<file path="config.mk">
export PLATFORM = sky130hd
export DESIGN_NAME = pc_gen_unit
export DESIGN_NICKNAME = d
export VERILOG_FILES = /design/src/rtl/pc_gen_unit.sv
export SDC_FILE = /design/constraint.sdc
export NUM_CORES = 1
export LEC_CHECK = 0
export ABC_AREA = 1
export BUFFER_PORTS_ARGS = -buffer_cell sky130_fd_sc_hd__buf_4
export CAP_MARGIN = 20
export CORE_ASPECT_RATIO = 0.75
export CORE_UTILIZATION = 52
export CTS_BUF_LIST = sky130_fd_sc_hd__clkbuf_16
export DETAILED_ROUTE_END_ITERATION = 7
export PLACE_DENSITY = 0.88
export SLEW_MARGIN = 30
export SYNTH_ARGS = -nofsm -noshare
export SYNTH_HDL_FRONTEND = slang
export SYNTH_SLANG_ARGS = --single-unit
</file>
<file path="constraint.sdc">
create_clock -name clk -period 2.49 [get_ports clk]
set_input_delay 0 -clock clk [delete_from_list [all_inputs] [get_ports clk]]
set_output_delay 0 -clock clk [all_outputs]
set_load 0.02 [all_outputs]
</file>
<file path="src/rtl/pc_gen_unit.sv">
// Program-counter generator: BOOT/RUN/HALT sequencing, redirects, alignment trap and a saturating redirect counter.
// Build option: define PC_COMPRESSED_EN to relax the ALU-target alignment rule to 2-byte.
module pc_gen_unit #(
    parameter int              XLEN         = 32,
    parameter logic [XLEN-1:0] RESET_VECTOR = '0,
    parameter int              CNT_W        = 16
) (
    input  logic             clk,
    input  logic             rst_n,
    input  logic             if_ready,
    input  logic [1:0]       pc_sel,
    input  logic [XLEN-1:0]  alu_in,
    input  logic [XLEN-1:0]  trap_vec,
    input  logic [XLEN-1:0]  epc_in,
    input  logic             halt_req,
    output logic [XLEN-1:0]  pc,
    output logic [XLEN-1:0]  pc_plus4,
    output logic             pc_valid,
    output logic             misalign_exc,
    output logic [CNT_W-1:0] redirect_cnt
);

    typedef enum logic [1:0] {
        BOOT = 2'b00,
        RUN  = 2'b01,
        HALT = 2'b10
    } state_t;

    state_t          state;
    state_t          state_next;
    logic [XLEN-1:0] pc_next;
    logic            misalign_next;
    logic            take_redirect;
    logic            alu_misaligned;

`ifdef PC_COMPRESSED_EN
    assign alu_misaligned = alu_in[0];
`else
    assign alu_misaligned = |alu_in[1:0];
`endif

    assign pc_plus4 = pc + XLEN'(4);
    assign pc_valid = (state == RUN);

    // A halt request in RUN suppresses any pending redirect or sequential advance.
    always_comb begin
        state_next    = state;
        pc_next       = pc;
        misalign_next = 1'b0;
        take_redirect = 1'b0;
        case (state)
            BOOT: state_next = RUN;
            RUN: begin
                if (halt_req) begin
                    state_next = HALT;
                end else begin
                    case (pc_sel)
                        2'b00: begin
                            if (if_ready) begin
                                pc_next = pc_plus4;
                            end
                        end
                        2'b01: begin
                            take_redirect = 1'b1;
                            if (alu_misaligned) begin
                                pc_next       = trap_vec;
                                misalign_next = 1'b1;
                            end else begin
                                pc_next = alu_in;
                            end
                        end
                        2'b10: begin
                            take_redirect = 1'b1;
                            pc_next       = trap_vec;
                        end
                        default: begin
                            take_redirect = 1'b1;
                            pc_next       = epc_in;
                        end
                    endcase
                end
            end
            HALT: begin
                if (!halt_req) begin
                    state_next = RUN;
                end
            end
            default: state_next = BOOT;
        endcase
    end

    always_ff @(posedge clk) begin
        if (!rst_n) begin
            state        <= BOOT;
            pc           <= RESET_VECTOR;
            misalign_exc <= 1'b0;
            redirect_cnt <= '0;
        end else begin
            state        <= state_next;
            pc           <= pc_next;
            misalign_exc <= misalign_next;
            if (take_redirect && (redirect_cnt != {CNT_W{1'b1}})) begin
                redirect_cnt <= redirect_cnt + CNT_W'(1);
            end
        end
    end

endmodule
</file>
# --- After elaboration in Yosys (flattened, before gate mapping) ---
# Index checks and enable logic that the tools add are counted.
word_totals:
  reg_bits: 51
  latch_bits: 0
  ramBits: 0
  romBits: 0
  in_bits: 102
  output_inout_bits: 82
  elab_cells: 35
  n_memories: 0
classes:
  addsub: 2
  mul: 0
  div: 0
  order_cmp: 0
  eq_ne: 8
  n_shift: 0
  mux: 10
  bitwise_logic: 4
  reduce_logical: 7
op_table:
  columns: ["cell", "count"]
  rows:
  - ["32-bit case mux with 3 select lines", 1]
  - ["32-bit two-way mux", 2]
  - ["32-bit by 3-bit adder with 32-bit output, second input constant", 1]
  - ["16-bit by 1-bit adder with 16-bit output, second input constant", 1]
  - ["16-bit inequality test, second input constant", 1]
  - ["2-bit inequality test, second input constant", 3]
  - ["2-bit case mux with 3 select lines", 1]
  - ["2-bit by 1-bit == test with 1-bit output, second input constant", 2]
  - ["2-bit == test, second input constant", 2]
  - ["2-bit logical NOT", 2]
  - ["1-bit two-way mux", 4]
  - ["2-bit two-way mux", 2]
  - ["1-bit NOT", 4]
  - ["4-bit OR reduction", 1]
  - ["3-bit AND reduction", 1]
  - ["2-bit AND reduction", 1]
  - ["2-bit OR reduction", 1]
  - ["1-bit logical AND", 1]

# --- Logic depth before layout (Yosys ltp) ---
depth:
  word_depth: 5
  depth_mapped: 12
  depth_no_buf: 12

# --- Worst setup path before layout ---
# OpenSTA, ideal clock, no wires.
synth_timing:
  path_kind: "reg-to-reg"
  from: "register pc[2]"
  to: "register pc[10]"
  setup_ps: 72
  arrival_time_ps: 1828
  t_required_ps: 2418
  slack_ps: 590
  path_stages_with_launch: 10
  n_path_buf: 0
  path_cell_list: "dfxtp_1 ha_1 nand2_1 nor2_4 nand2_4 xnor2_1 nand2_1 nand3_1 nand2_1 a21oi_1"
synth_between:
  elab_chain_cells: 3
synth_rtl:
  columns: ["element", "line_no", "source"]
  rows:
  - ["start, declared", "16", "output logic [XLEN-1:0] pc,"]
  - ["start signal, assigned", "100", "pc <= pc_next;"]
  - ["32-bit by 3-bit adder with 32-bit output", "42", "assign pc_plus4 = pc + XLEN'(4);"]
  - ["named net pc_plus4[10]", "17", "output logic [XLEN-1:0] pc_plus4,"]
  - ["32-bit two-way mux", "59", "if (if_ready) begin"]
  - ["32-bit case mux with 3 select lines", "57", "case (pc_sel)"]
# The timed path passes the listed nets, and every way through them passes these cells. The select of a mux whose other input is x is not followed.
# A chain may end at the register's enable or synchronous reset.

# --- Worst setup path in the final report ---
layout_timing:
  from: "register pc[2]"
  to: "output pc_plus4[20]"
layout_between:
  elab_chain_cells: 1
layout_rtl:
  columns: ["element", "line_no"]
  rows:
  - ["32-bit by 3-bit adder with 32-bit output", "42"]
  - ["end, declared", "17"]
# Every way passes these cells.

==> flow_summary_export.csv <==
group,metric,value,unit
outcome,status,"complete, but fails checks",
outcome,violations,"negative hold slack",
worst_hold_path,hold_class,"in2reg",
floorplan,start_util,54.1,%
yosys,synth_area_per_cell,6.03,sq um
detailed_routing,routed_via_density,5.22,
floorplan,die_h,78.0,um
floorplan,ioPinCount,184,
detailed_routing,post_drt_wl_per_cell,14.0,um
yosys,synthArstFlopShare,0,%
timing,rsz0062_at_grt,"false",
cells_and_area,area_delta_synth_final,39.2,%
floorplan,core_area,7400,sq um
timing,fin_hold_ws,-0.00151,ns
yosys,ys_types,37,
clock_tree,clkTransAtPathRegs,0.07,ns
yosys,ys_seq_area_share,25.5,%
timing,max_slew_margin,59.5,%
global_route,grt_pass1_wl,20800,um
place,dp_cells,928,
timing,maxSlewViolCount,0,
clock_tree,clk_latency,0.29,ns
detailed_routing,routed_wl,13100,um
power,p_total,2.11,mW
yosys,synth_top_cell_area_share,25.5,%
yosys,yosys.area.top_type,"dfxtp_1",
critical_path,cp-start-kind,"flip-flop",
yosys,synth-edff-count,0,
clock_tree,cts-root-buf,"clkbuf_16",
yosys,syn_inst,663,
clock_tree,clock_sinks,51,
critical_path,worstSetupPathType,"reg2out",
place,place_hpwl,10100,um
cells_and_area,final_cells,937,
detailed_routing,met1_length,5870,um
timing,tns,0,ns
detailed_routing,routed.top_layer,"met4",
timing,finClkSkew,0.00370,ns
cells_and_area,insertedDiodeCount,0,
detailed_routing,drc,0,
yosys,syn_area,4000,sq um
yosys,ys_ff_latch,51,
detailed_routing,route.met2.wl,6010,um
yosys,synth_warnings,0,
clock_tree,cts_buffer_depth,2,
critical_path,end_kind,"primary output",
power,p_per_area,379,nW/um^2
power,vdd_drop_max,0.000311,V
global_route,grt_antenna_before_repair,0,
floorplan,die-area,8050,sq um
cells_and_area,drive_above_1_share,28.9,%
power,leakage,2.76,nW
yosys,yosysMostFrequentCell,"nand2_1",
clock_tree,cts_tree,"yes",
clock_tree,post_cts_resized,0,
timing,min_period,2.05,ns
global_route,grt_pass1_vias,4453,
global_route,grt_usage,33.0,%
global_route,grt_overflow,0,
yosys,synth.top_cells.by_count,"nand2_1, nor2_1, a21oi_1",
clock_tree,cts-hold-fix-buffers,1,
detailed_routing,first_pass_iters,5,
timing,hold_viol_final,1,
run,drv_cap,0,
place,routabilityCongestion,0.904,
detailed_routing,drt_iter0_drc,240,
yosys,ys_top_cells_by_area,"dfxtp_1, nand2_1, nor2_1",
timing,worst_pin_slew,0.603,ns
cells_and_area,final_nets,939,
critical_path,crit_arrival,2.05,ns
critical_path,critPathRequiredTime,2.49,ns
detailed_routing,wl_met3,991,um
detailed_routing,ant_nets,0,
critical_path,cp_max_fo,6,
place,io_buffers,183,
timing,post-route-period-util,82.1,%
floorplan,die_x,103,um
detailed_routing,vias,4895,
clock_tree,postCtsSetupBuffers,0,
yosys,ys.flop_type,"dfxtp_1",
clock_tree,ctsHtreeMaxLevel,2,
place,dp_slack,0.597,ns
yosys,syn_nets,767,
timing,postLayoutSetupSlackWorst,0.445,ns
global_route,grt_max_degree,38,
clock_tree,cts-buffers-inserted,5,
floorplan,num_rows,27,
timing,setup_viol,0,
timing,fmax,489,MHz
## flip-flops by register name (all words and copies together) (netlist names)
signal	count
pc	32
redirect_cnt	16
state	2
misalign_exc	1
## report_power, final
part	internal (mW)	switching, mW
sequential	0.843	0.0422
combinational	0.252	0.293
clock	0.368	0.310
total	1.46	0.644
## worst paths after layout
| path | start | to | slack [ns] | cells past startpoint |
|---|---|---|---|---|
| max reg2reg | redirect_cnt[1] | redirect_cnt[10] | 0.58 | 10 |
| min reg2reg | redirect_cnt[7] | redirect_cnt[7] | 0.50 | 1 |
| max | pc[2] | pc_plus4[20] | 0.44 | 8 |
| min | epc_in[4] | pc[4] | -0.002 | 3 |
## worst max-delay path, cell delays in order (launching register included)
cell and delay, ns:
dfxtp_1 0.45, ha_1 0.22, nand2_1 0.11, nor2_4 0.14, nand2_4 0.14, nor2_4 0.22
nand3_1 0.14, and2_1 0.18, buf_4 0.15
## area by class of cell
class,instances,area [sq um]
multi-input cells,541,2660
fillers,599,1830
repair buffers,191,1450
flip-flops and latches,51,1020
inverters,45,169
well taps,101,126
clock buffers,5,125
clock inverters,3,16.3
## layout by cell type (no fill, tap or decap), types with 8 or more instances in the layout
| cell | Yosys | final |
|---|---|---|
| nand2_1 | 258 | 257 |
| dfxtp_1 | 51 | 51 |
| buf_4 | 3 | 189 |
| nor2_1 | 89 | 88 |
| o21ai_0 | 14 | 14 |
| inv_1 | 41 | 42 |
| a21oi_1 | 58 | 58 |
| nor3_1 | 10 | 10 |
| nand3_1 | 28 | 28 |
| nand2_2 | 7 | 8 |
## logic make-up after synthesis
kind of cell	synth area share, %
fa+ha+maj	0.625
buf+inv	8.26
compound gates	12.8
simple gates	47.5
xor+xnor	5.25
flops	25.5
## routing by layer
metal / global-route usage (%) / vias up
met4: 9.86 / 0
met5: 0 / -
met2: 55.3 / 223
met1: 43.9 / 2214
li1: - / 2436
met3: 4.14 / 22
## per-stage QoR
step	instance area (sq um)	util [%]
after floorplan	4000	-
final	5570	75.3
after global routing	5570	75.3
after detailed placement	5420	73.2
after global placement	5420	73.2
after CTS	5570	75.3
Power figures use the tool's default switching activity.
